[src/rtl/macc_launcher_pkg.sv]
// Shared definitions for the MACC launcher: FSM state type, bank sizes and
// the default datapath width.
package macc_launcher_pkg;

    localparam int unsigned DEFAULT_DW   = 32;
    localparam int unsigned NUM_OPERANDS = 10;
    localparam int unsigned NUM_RESULTS  = 4;

    typedef enum logic [1:0] {
        StLoad  = 2'd0,
        StStart = 2'd1,
        StWait  = 2'd2,
        StDrain = 2'd3
    } state_e;

endpackage

[src/rtl/macc_result_skid.sv]
// Result stream stage for the MACC launcher: captures the four core results
// into an indexed bank in one cycle, then presents them one word at a time
// from an output register (out1, out2, out3, ap_return), flagging the last.
module macc_result_skid
    import macc_launcher_pkg::*;
#(
    parameter int unsigned DW = DEFAULT_DW
) (
    input  logic          ap_clk,
    input  logic          ap_rst_n,
    input  logic          load,
    input  logic [DW-1:0] load_w0,
    input  logic [DW-1:0] load_w1,
    input  logic [DW-1:0] load_w2,
    input  logic [DW-1:0] load_w3,
    output logic [DW-1:0] res_data,
    output logic          res_valid,
    input  logic          res_ready,
    output logic          res_last,
    output logic          drained
);

    logic [DW-1:0] bank_q [NUM_RESULTS];
    logic [1:0]    rd_idx_q;
    logic [DW-1:0] data_q;
    logic          valid_q;
    logic          last_q;
    logic          pop;

    assign pop      = valid_q & res_ready;
    // Pulses on the cycle the final word is accepted downstream.
    assign drained  = pop & last_q;
    assign res_data  = data_q;
    assign res_valid = valid_q;
    assign res_last  = last_q;

    // Capture all four results at once when the core reports done.
    always_ff @(posedge ap_clk or negedge ap_rst_n) begin
        if (!ap_rst_n) begin
            for (int i = 0; i < NUM_RESULTS; i++) begin
                bank_q[i] <= '0;
            end
        end else if (load) begin
            bank_q[0] <= load_w0;
            bank_q[1] <= load_w1;
            bank_q[2] <= load_w2;
            bank_q[3] <= load_w3;
        end
    end

    // Output register: word 0 is forwarded straight from the load inputs so
    // the stream starts the cycle after capture; later words come from the bank.
    always_ff @(posedge ap_clk or negedge ap_rst_n) begin
        if (!ap_rst_n) begin
            data_q   <= '0;
            valid_q  <= 1'b0;
            last_q   <= 1'b0;
            rd_idx_q <= 2'd0;
        end else if (load) begin
            data_q   <= load_w0;
            valid_q  <= 1'b1;
            last_q   <= 1'b0;
            rd_idx_q <= 2'd1;
        end else if (pop) begin
            if (last_q) begin
                valid_q  <= 1'b0;
                last_q   <= 1'b0;
                rd_idx_q <= 2'd0;
            end else begin
                data_q   <= bank_q[rd_idx_q];
                last_q   <= (rd_idx_q == 2'(NUM_RESULTS - 1));
                rd_idx_q <= rd_idx_q + 2'd1;
            end
        end
    end

endmodule

[src/rtl/macc_launcher.sv]
// MACC launcher: gathers ten operands into a registered bank, starts the
// core with an ap_start/ap_ready handshake, captures its four results on
// ap_done and streams them out. Sticky error flags report missing result
// valids and (optionally) a hung core.
// Optional watchdog: define MACC_LAUNCHER_TIMEOUT_EN to bound the WAIT state
// by TIMEOUT_CYCLES and abort on a core that sits idle for two cycles.
module macc_launcher
    import macc_launcher_pkg::*;
#(
    parameter int unsigned DW             = DEFAULT_DW,
    parameter int unsigned TIMEOUT_CYCLES = 64
) (
    input  logic          ap_clk,
    input  logic          ap_rst_n,
    // operand stream
    input  logic [DW-1:0] in_data,
    input  logic          in_valid,
    output logic          in_ready,
    // result stream
    output logic [DW-1:0] res_data,
    output logic          res_valid,
    input  logic          res_ready,
    output logic          res_last,
    // core control
    output logic          ap_start,
    input  logic          ap_done,
    input  logic          ap_idle,
    input  logic          ap_ready,
    // operand bank
    output logic [DW-1:0] core_in1,
    output logic [DW-1:0] core_in2,
    output logic [DW-1:0] core_in3,
    output logic [DW-1:0] core_in4,
    output logic [DW-1:0] core_in5,
    output logic [DW-1:0] core_in6,
    output logic [DW-1:0] core_in7,
    output logic [DW-1:0] core_in8,
    output logic [DW-1:0] core_in9,
    output logic [DW-1:0] core_in10,
    // core results
    input  logic [DW-1:0] out1,
    input  logic [DW-1:0] out2,
    input  logic [DW-1:0] out3,
    input  logic [DW-1:0] ap_return,
    input  logic          out1_ap_vld,
    input  logic          out2_ap_vld,
    input  logic          out3_ap_vld,
    // status
    output logic          busy,
    output logic          err_vld,
    output logic          err_timeout,
    input  logic          err_clr
);

    localparam logic [3:0] IDX_LAST = 4'(NUM_OPERANDS - 1);

    state_e        state_q;
    logic [3:0]    idx_q;
    logic [DW-1:0] core_in_q [NUM_OPERANDS];
    logic          in_ready_q;
    logic          ap_start_q;
    logic          busy_q;
    logic          err_vld_q;

    logic          beat;
    logic          start_entry;
    logic          done_hit;
    logic          abort;
    logic          drained;

    assign beat        = in_valid & in_ready_q;
    assign start_entry = (state_q == StLoad) & beat & (idx_q == IDX_LAST);
    // ap_done and the result valids only matter while waiting on the core.
    assign done_hit    = (state_q == StWait) & ap_done;

    assign in_ready = in_ready_q;
    assign ap_start = ap_start_q;
    assign busy     = busy_q;
    assign err_vld  = err_vld_q;

    assign core_in1  = core_in_q[0];
    assign core_in2  = core_in_q[1];
    assign core_in3  = core_in_q[2];
    assign core_in4  = core_in_q[3];
    assign core_in5  = core_in_q[4];
    assign core_in6  = core_in_q[5];
    assign core_in7  = core_in_q[6];
    assign core_in8  = core_in_q[7];
    assign core_in9  = core_in_q[8];
    assign core_in10 = core_in_q[9];

    // Main control FSM with registered handshake and status outputs.
    always_ff @(posedge ap_clk or negedge ap_rst_n) begin
        if (!ap_rst_n) begin
            state_q    <= StLoad;
            idx_q      <= 4'd0;
            in_ready_q <= 1'b0;
            ap_start_q <= 1'b0;
            busy_q     <= 1'b0;
            for (int i = 0; i < NUM_OPERANDS; i++) begin
                core_in_q[i] <= '0;
            end
        end else begin
            case (state_q)
                StLoad: begin
                    // in_ready rises on the first edge after reset release.
                    in_ready_q <= 1'b1;
                    if (beat) begin
                        for (int i = 0; i < NUM_OPERANDS; i++) begin
                            if (idx_q == 4'(i)) begin
                                core_in_q[i] <= in_data;
                            end
                        end
                        if (idx_q == IDX_LAST) begin
                            idx_q      <= 4'd0;
                            state_q    <= StStart;
                            in_ready_q <= 1'b0;
                            ap_start_q <= 1'b1;
                            busy_q     <= 1'b1;
                        end else begin
                            idx_q <= idx_q + 4'd1;
                        end
                    end
                end
                StStart: begin
                    state_q <= StWait;
                    if (ap_ready) begin
                        ap_start_q <= 1'b0;
                    end
                end
                StWait: begin
                    if (ap_ready) begin
                        ap_start_q <= 1'b0;
                    end
                    if (ap_done) begin
                        // Never leave start asserted into the drain phase.
                        state_q    <= StDrain;
                        ap_start_q <= 1'b0;
                    end else if (abort) begin
                        state_q    <= StLoad;
                        ap_start_q <= 1'b0;
                        busy_q     <= 1'b0;
                        in_ready_q <= 1'b1;
                    end
                end
                StDrain: begin
                    if (drained) begin
                        state_q    <= StLoad;
                        busy_q     <= 1'b0;
                        in_ready_q <= 1'b1;
                    end
                end
                default: begin
                    state_q <= StLoad;
                end
            endcase
        end
    end

    // Sticky missing-valid flag; a new error beats a simultaneous clear.
    always_ff @(posedge ap_clk or negedge ap_rst_n) begin
        if (!ap_rst_n) begin
            err_vld_q <= 1'b0;
        end else if (done_hit && !(out1_ap_vld && out2_ap_vld && out3_ap_vld)) begin
            err_vld_q <= 1'b1;
        end else if (err_clr) begin
            err_vld_q <= 1'b0;
        end
    end

`ifdef MACC_LAUNCHER_TIMEOUT_EN
    localparam int unsigned WD_W = (TIMEOUT_CYCLES > 1) ? $clog2(TIMEOUT_CYCLES) : 1;

    logic [WD_W-1:0] wd_cnt_q;
    logic            idle_seen_q;
    logic            err_timeout_q;

    // Abort on the last allowed WAIT cycle, or on the second idle cycle in a row.
    assign abort = (state_q == StWait) && !ap_done &&
                   ((wd_cnt_q == WD_W'(TIMEOUT_CYCLES - 1)) || (ap_idle && idle_seen_q));
    assign err_timeout = err_timeout_q;

    // Watchdog counter and idle history, restarted as each run enters START.
    always_ff @(posedge ap_clk or negedge ap_rst_n) begin
        if (!ap_rst_n) begin
            wd_cnt_q    <= '0;
            idle_seen_q <= 1'b0;
        end else if (start_entry) begin
            wd_cnt_q    <= '0;
            idle_seen_q <= 1'b0;
        end else if (state_q == StWait) begin
            wd_cnt_q    <= wd_cnt_q + 1'b1;
            idle_seen_q <= ap_idle;
        end
    end

    // Sticky timeout flag; a new abort beats a simultaneous clear.
    always_ff @(posedge ap_clk or negedge ap_rst_n) begin
        if (!ap_rst_n) begin
            err_timeout_q <= 1'b0;
        end else if (abort) begin
            err_timeout_q <= 1'b1;
        end else if (err_clr) begin
            err_timeout_q <= 1'b0;
        end
    end
`else
    // Unbounded WAIT: no watchdog, ap_idle and TIMEOUT_CYCLES are don't-cares.
    logic unused_cfg;
    assign unused_cfg  = ap_idle ^ (TIMEOUT_CYCLES == 0);
    assign abort       = 1'b0;
    assign err_timeout = 1'b0;
    logic unused_start_entry;
    assign unused_start_entry = start_entry;
`endif

    macc_result_skid #(
        .DW(DW)
    ) u_result_skid (
        .ap_clk   (ap_clk),
        .ap_rst_n (ap_rst_n),
        .load     (done_hit),
        .load_w0  (out1),
        .load_w1  (out2),
        .load_w2  (out3),
        .load_w3  (ap_return),
        .res_data (res_data),
        .res_valid(res_valid),
        .res_ready(res_ready),
        .res_last (res_last),
        .drained  (drained)
    );

endmodule

[config.mk]
export PLATFORM = sky130hd
export DESIGN_NAME = macc_launcher
export DESIGN_NICKNAME = d
export VERILOG_FILES = /design/src/rtl/macc_launcher_pkg.sv /design/src/rtl/macc_result_skid.sv /design/src/rtl/macc_launcher.sv
export SDC_FILE = /design/constraint.sdc
export NUM_CORES = 1
export LEC_CHECK = 0
export BUFFER_PORTS_ARGS = -buffer_cell sky130_fd_sc_hd__buf_2
export CAP_MARGIN = 20
export CORE_ASPECT_RATIO = 2
export CORE_UTILIZATION = 35
export DETAILED_ROUTE_END_ITERATION = 8
export PLACE_DENSITY = 0.65
export REMOVE_ABC_BUFFERS = 1
export SETUP_SLACK_MARGIN = 0.15
export SLEW_MARGIN = 20
export SYNTH_ARGS = -nofsm -noshare
export SYNTH_HDL_FRONTEND = slang
export SYNTH_SLANG_ARGS = --single-unit
[constraint.sdc]
create_clock -name ap_clk -period 4.39 [get_ports ap_clk]
set_input_delay 0.6585 -clock ap_clk [delete_from_list [all_inputs] [get_ports ap_clk]]
set_output_delay 0.6585 -clock ap_clk [all_outputs]
set_load 0.005 [all_outputs]
==> summary.txt, run 1 <==
Run status
  • Run status: finished, final reports clean

Worst setup path
  • CP top delay family: simple AND/OR/NAND/NOR gates
  • WP data arrival: 3.46 ns
  • CP Launch Type: register
  • Crit path max fanout: 24
  • WS Path Type: reg -> reg
  • Slowest stage delay, CP: 0.88 ns
  • Slowest CP cell: or4_2
  • WP data required: 4.83 ns
  • Critical path, cell by cell: inv_1 > ha_1 > nand3b_1 > or4_2 > buf_4 > mux2_1
  • Setup crit end kind: register
  • Worst path bufs/invs: 2

STA
  • # setup viols final: 0
  • Fin worst setup slack: 1.371 ns
  • Fmax: 331.2 MHz
  • Setup TNS: 0 ns
  • Worst Tran Pin Value: 1.082 ns
  • Slew margin rel.: 27.45%
  • Minimum hold slack: 0.2722 ns
  • Final-report hold violation count: 0
  • Max-slew violation count: 0
  • Worst Skew: 0.02920 ns
  • Fin crit share: 68.77%
  • Final Critical Period: 3.019 ns
  • RSZ-0062 raised after global routing: false

Power
  • Logic pwr share: 31.8%
  • Clock share of power: 23.9%
  • Internal: 0.01171 W
  • Psw: 0.005469 W
  • Lkg Pwr: 13.23 nW
  • Seq pwr share: 44.3%
  • VDD IR max: 0.0003812 V
  • Switching Share: 31.83%
  • PwrDens: 690.2 nW/um^2

GRT
  • GRT Total Usage: 19.99%
  • First-pass GRT wire length: 87420 um
  • Global route overflow: 0
  • Largest net degree at the start of global routing: 119
  • Vias in the first global route: 14555
  • Initial antenna violation count: 7

Finish
  • Layout cells sized above 1: 47.98%
  • Area grow syn2layout: 25.40%
  • Nets: 2220
  • Max reg flops: 128
  • Biggest register: u_result_skid.bank_q
  • Register area: 12360 um^2
  • Layout Utilization: 44.32%
  • Area occupied by multi-input gates: 7002 um^2
  • FILL cells: 5246
  • Post-Layout Cell Count: 2833

Flow run
  • Max-Cap Viols: 0

Floorplanning
  • Core area: 56170 um^2
  • Die W: 170.4 um
  • # rows: 123
  • Starting density of the core: 35.35%
  • Die height: 338.8 um
  • Ports: 530
  • Area of the die: 57740 um^2

Drt
  • 1st-pass router iterations: 5
  • Via count: 13773
  • Final ANT Viol Nets: 0
  • DR vias/cell: 4.862
  • Wire per inst: 20.24 um
  • DRT Wirelength: 57340 um
  • DRC violations left: 0
  • First-iteration detailed-routing DRC count: 567

Clocking
  • Setup bufs post-CTS: 0
  • CTS tree: built
  • CTS Hold Bufs: 0
  • Clk sink count: 494
  • H-tree levels: 2
  • Clk root buf: clkbuf_16
  • Clk Latency, worst-skew pair: 0.57 ns
  • CTS resizes: 0
  • CTS Buf Count: 45
  • Clk pin slew, worst setup/hold paths: 0.07 ns
  • Clock Path Buffers: 3

Synthesis
  • Avg Inst Size Synth: 12.75 um^2
  • Mapped Cells: 1557
  • EDFF count, synth: 0
  • YS warnings: 0
  • Synth async-reset ratio: 100.0%
  • Seq/Total Area, Yosys: 62.26%
  • Synth cell types: 42
  • Synth Register Bits: 494
  • Mapped Area: 19860 um^2
  • Synth Flop Type: dfrtp_1

Placement
  • DP Worst Slack: 1.392 ns
  • PortBufs: 527
  • Post-detail-place hpwl: 39620 um
  • Dpl cells: 2743
  • Gpl congestion: 0.8016

Hold path
  • Hold crit path type: in -> reg
per-layer routing:
| metal | global-route usage, % | share of wire (%) | vias to the layer above |
|---|---|---|---|
| met5 | 0 | 0.073 | - |
| met4 | 7.752 | 3.5 | 6 |
| met3 | 4.880 | 6.8 | 104 |
| met2 | 36.30 | 52 | 497 |
| met1 | 22.04 | 37 | 7000 |
| li1 | - | - | 6166 |
cell usage in the layout, fill, tap and decap left out, drive strengths merged, types with 2 or more instances in the layout:
master and count:
buf 556, dfrtp 494, nand2 427, mux2 321
a21oi 69, clkbuf 68, nor2 43, mux4 32
clkinv 8, inv 8, ha 7, diode 5
nand3 4, mux2i 3, o21ai 3, bufinv 3
nor3 2, xnor2 2, nand4 2, nand3b 2
or2 2, nor3b 2, o2bb2ai 2, or4 2
cells by family after synthesis:
family | Yosys count | share of synthesized area, %
adders and majority gates | 7 | 0.4411
other | 1 | 0.01889
AOI/OAI and AO/OA | 79 | 2.098
DFF | 494 | 62.26
and+or+nand+nor | 494 | 9.736
xor gates and xnor gates | 2 | 0.08824
muxes | 356 | 22.55
buffers and inverters | 124 | 2.804
worst reg2reg max path, cell delays in order (launching register included):
cell,delay [ns]
dfrtp_1,0.41
inv_1,0.17
ha_1,0.36
nand3b_1,0.30
or4_2,0.88
buf_4,0.38
mux2_1,0.39
power groups by stage:
stage	clock network [W]	registers [W]	logic [W]
6_report	0.00411	0.00760	0.00547
5_1_grt	0.00439	0.00785	0.00605
4_1_cts	0.00424	0.00761	0.00556
3_5_place_dp	0	0.00768	0.00554
3_3_place_gp	0	0.00755	0.00540
2_1_floorplan	0	0.00762	0.00290
per-stage QoR:
stage	instance area, um^2	power, W
after global placement	23270	0.01295
after detailed placement	23300	0.01322
final	24900	0.01718
after floorplan	19320	0.01053
after global routing	24890	0.01829
after CTS	24850	0.01741
cell type report:
| type | count | area share [%] |
|---|---|---|
| Tap cell | 750 | 3.769 |
| Clock inverter | 15 | 0.6885 |
| Antenna cell | 5 | 0.05025 |
| Clock buffer | 68 | 5.523 |
| Multi-Input combinational cell | 939 | 28.12 |
| Inverter | 5 | 0.07538 |
| Timing Repair Buffer | 557 | 12.11 |
| Sequential cell | 494 | 49.66 |
synth_stat cells (all sizes together), types with 3 or more instances:
library cell  count  area [um^2]
mux2            321         3727
nor2             43        161.4
inv               5        18.77
nand2           427         1603
buf              64        331.6
o21ai             3        15.01
mux4             32        720.7
mux2i             3        30.03
a21oi            69        345.3
clkbuf           55        206.5
nand3             4        20.02
dfrtp           494        12360
ha                7        87.58
final timing paths:
path                                                from                  endpoint  slack [ns]  cells after the start
worst min register to register  u_result_skid.bank_q[86]  u_result_skid.bank_q[86]        0.47                      2
worst max-delay path                          state_q[0]               core_in5[7]        1.37                      6
max in group asynchronous                       ap_rst_n  u_result_skid.bank_q[65]        2.48                      4
worst max register to register                state_q[0]               core_in5[7]        1.37                      6
worst min-delay path                             err_clr                   err_vld        0.27                      2
min in group asynchronous                       ap_rst_n              core_in1[21]        0.60                      2
(Power assumes the default switching activity.)
==> inputs of run 2 (changes only) <==
--- a/config.mk
+++ b/config.mk
@@ -10,7 +10,7 @@
 export CORE_ASPECT_RATIO = 2
 export CORE_UTILIZATION = 35
 export DETAILED_ROUTE_END_ITERATION = 8
-export PLACE_DENSITY = 0.65
+export PLACE_DENSITY = 0.67
 export REMOVE_ABC_BUFFERS = 1
 export SETUP_SLACK_MARGIN = 0.15
 export SLEW_MARGIN = 20
==> constraint.sdc (replaced) <==
create_clock -name ap_clk -period 2.64 [get_ports ap_clk]
set_input_delay 0.396 -clock ap_clk [delete_from_list [all_inputs] [get_ports ap_clk]]
set_output_delay 0.396 -clock ap_clk [all_outputs]
set_load 0.005 [all_outputs]
==> summary.txt, run 2 (synthesis gave the netlist of run 1 again) <==
Run status
  • Run status: finished, final reports clean

Finish
  • Nets: 2286 (+3.0%)
  • Layout cells sized above 1: 47.59% (-0.38 points)
  • Layout Cell Area excl Fill: 25600 um^2 (+2.8%)
  • FILL cells: 5094 (-2.9%)
  • Commonest non-fill, non-tap cells in the layout: buf_2 (526), dfrtp_1 (492), nand2_1 (426), mux2_2 (288), a21oi_1 (69)
  • Biggest register: u_result_skid.bank_q
  • Max reg flops: 128 (unchanged)
  • Commonest non-fill, non-tap cell in the layout: buf_2
  • Area occupied by multi-input gates: 7002 um^2 (unchanged)
  • Register area: 12360 um^2 (unchanged)
  • Area grow syn2layout: 28.91%
  • Post-Layout Cell Count: 2897 (+2.3%)

Clocking
  • Setup bufs post-CTS: 0 (unchanged)
  • Clk pin slew, worst setup/hold paths: 0.07 ns (about the same)
  • CTS tree: built
  • CTS Buf Count: 43 (-4.4%)
  • Clk Latency, worst-skew pair: 0.56 ns (about the same)
  • Clk sink count: 494 (unchanged)
  • Clk root buf: clkbuf_16
  • H-tree levels: 2 (unchanged)
  • Clock Path Buffers: 3 (unchanged)

Power
  • Psw: 0.009097 W (+66%)
  • Seq pwr share: 44.0% (-0.3 points)
  • Switching Share: 31.56% (-0.26 points)
  • Tot Pwr: 0.02882 W (+68%)
  • Lkg Pwr: 13.55 nW (+2.4%)
  • Logic pwr share: 32.3% (+0.5 points)
  • PwrDens: 1126 nW/um^2 (+63%)
  • Internal: 0.01973 W (+68%)
  • Clock share of power: 23.8% (about the same)
  • VDD IR max: 0.0008195 V (+120%)

Worst setup path
  • CP Launch Point: state_q[0]
  • WP data required: 3.08 ns (-1.75 ns)
  • CP Launch Type: register
  • R2R cell count: 6 (unchanged)
  • Setup crit end kind: register
  • Reg2Reg Launch Point: state_q[0]
  • Worst r2r dst: core_in1[2]
  • Reg2reg setup slack: 0.25 ns (-1.12 ns)
  • WP data arrival: 2.83 ns (-0.63 ns)
  • Crit path max fanout: 25 (+4.2%)
  • CP endpoint: core_in1[2]
  • WS Path Type: reg -> reg

Drt
  • Via count: 14146 (+2.7%)
  • Final ANT Viol Nets: 0 (unchanged)
  • Wire per inst: 19.73 um (-2.5%)
  • DR vias/cell: 4.883 (+0.44%)
  • 1st-pass router iterations: 4 (-1)
  • DRC violations left: 0 (unchanged)
  • DRT Wirelength: 57160 um (-0.31%)
  • First-iteration detailed-routing DRC count: 606 (+6.9%)

Floorplanning
  • Starting density of the core: 35.35% (unchanged)
  • Die height: 338.8 um (unchanged)
  • Ports: 530 (unchanged)
  • # rows: 123 (unchanged)
  • Area of the die: 57740 um^2 (unchanged)
  • Die W: 170.4 um (unchanged)
  • Core area: 56170 um^2 (unchanged)

Placement
  • PortBufs: 527 (unchanged)
  • Dpl cells: 2767 (+0.87%)
  • Placed inst area: 23590 um^2 (+1.2%)
  • Gpl congestion: 0.8224 (+2.6%)
  • Post-detail-place hpwl: 40100 um (+1.2%)

STA
  • Worst Tran Pin Value: 0.8203 ns (-0.2620 ns)
  • Final-report hold violation count: 0 (unchanged)
  • Slew margin rel.: 45.32% (+18 points)
  • Max-slew violation count: 0 (unchanged)
  • RSZ-0062 raised after global routing: false
  • Final Critical Period: 2.388 ns (-0.6313 ns)
  • Setup TNS: 0 ns (unchanged)
  • Fmax: 418.8 MHz (+26%)
  • # setup viols final: 0 (unchanged)
  • Minimum hold slack: 0.03413 ns (-0.2381 ns)
  • Fin crit share: 90.45% (+22 points)
  • Worst Skew: 0.02170 ns (-0.007509 ns)

Hold path
  • Hold crit path type: in -> reg

GRT
  • Initial antenna violation count: 5 (-2)
  • Vias in the first global route: 15034 (+3.3%)
  • Largest net degree at the start of global routing: 89 (-25%)
  • First-pass GRT wire length: 87820 um (+0.47%)
  • Global route overflow: 0 (unchanged)
  • GRT Total Usage: 19.91% (-0.087 points)

Flow run
  • Max-Cap Viols: 0 (unchanged)
==> run 2: changes by cell type in the layout (fill, tap and decap cells not counted) <==
| cell | previous run | this run |
|---|---|---|
| clkinv_2 | 6 | 8 |
| dlygate4sd3_1 | 1 | 46 |
| diode_2 | 5 | 6 |
| clkinvlp_4 | 1 | 3 |
| clkbuf_1 | 9 | 5 |
| clkinv_4 | 2 | 1 |
| inv_6 | 3 | 0 |
| buf_16 | 2 | 0 |
| buf_12 | 8 | 18 |
| clkbuf_16 | 47 | 45 |
| buf_4 | 19 | 34 |
| bufinv_16 | 3 | 6 |
| clkbuf_8 | 12 | 10 |
==> run 2: worst max-delay path, cell delays in order, from the launching register on <==
cell and delay, ns:
dfrtp_1 0.40, inv_1 0.15, ha_1 0.20, or3b_4 0.42, or4_4 0.52, buf_12 0.20, mux2_4 0.33
==> run 2: final cells by class <==
cell class	instances	area share, %
clock buffer	60	5.011
antenna	6	0.05866
inverter	5	0.07332
timing repair buffer	625	14.55
multi-input combinational	939	27.35
tap	750	3.666
sequential	494	48.31
clock inverter	18	0.9825
==> run 2: worst min path at each step <==
stage	depth (start not counted)	start	end
after floorplan	0	ap_rst_n	ap_start
after global placement	2	u_result_skid.bank_q[123]	u_result_skid.bank_q[123]
after detailed placement	2	u_result_skid.bank_q[62]	u_result_skid.bank_q[62]
after CTS	3	out2[30]	u_result_skid.bank_q[94]
after global routing	3	out3[25]	u_result_skid.bank_q[57]
final	3	out2[4]	u_result_skid.bank_q[68]
==> run 2: timing repair <==
item,4_1_cts,5_1_grt
gates resized for setup,0,0
endpoints found under the setup margin,0,0
hold buffers,46,0
hold endpoints to repair,112,0
==> run 2: per-layer routing <==
metal	vias up	wire, um	track usage [%]	part of all wire [%]
met3	114	4080	5.172	7.1
met2	545	30130	36.42	53
met5	-	0	0	0
met1	7198	20790	21.23	36
met4	0	2164	8.352	3.8
li1	6289	-	-	-
==> run 2: through the flow <==
step	utilization [%]	setup slack, ns
2_1_floorplan	-	-1.899
3_3_place_gp	41.99	0.2854
3_5_place_dp	41.99	0.2714
4_1_cts	45.54	0.2596
5_1_grt	45.56	0.1949
6_report	45.57	0.2522
==> run 2: power by group through the flow <==
stage / sequential (W) / clock (W) / combinational [W]
after floorplan: 0.0127 / 0 / 0.00483
after global placement: 0.0126 / 0 / 0.00910
after detailed placement: 0.0128 / 0 / 0.00934
after CTS: 0.0127 / 0.00706 / 0.00942
after global routing: 0.0131 / 0.00733 / 0.0103
final: 0.0127 / 0.00685 / 0.00930
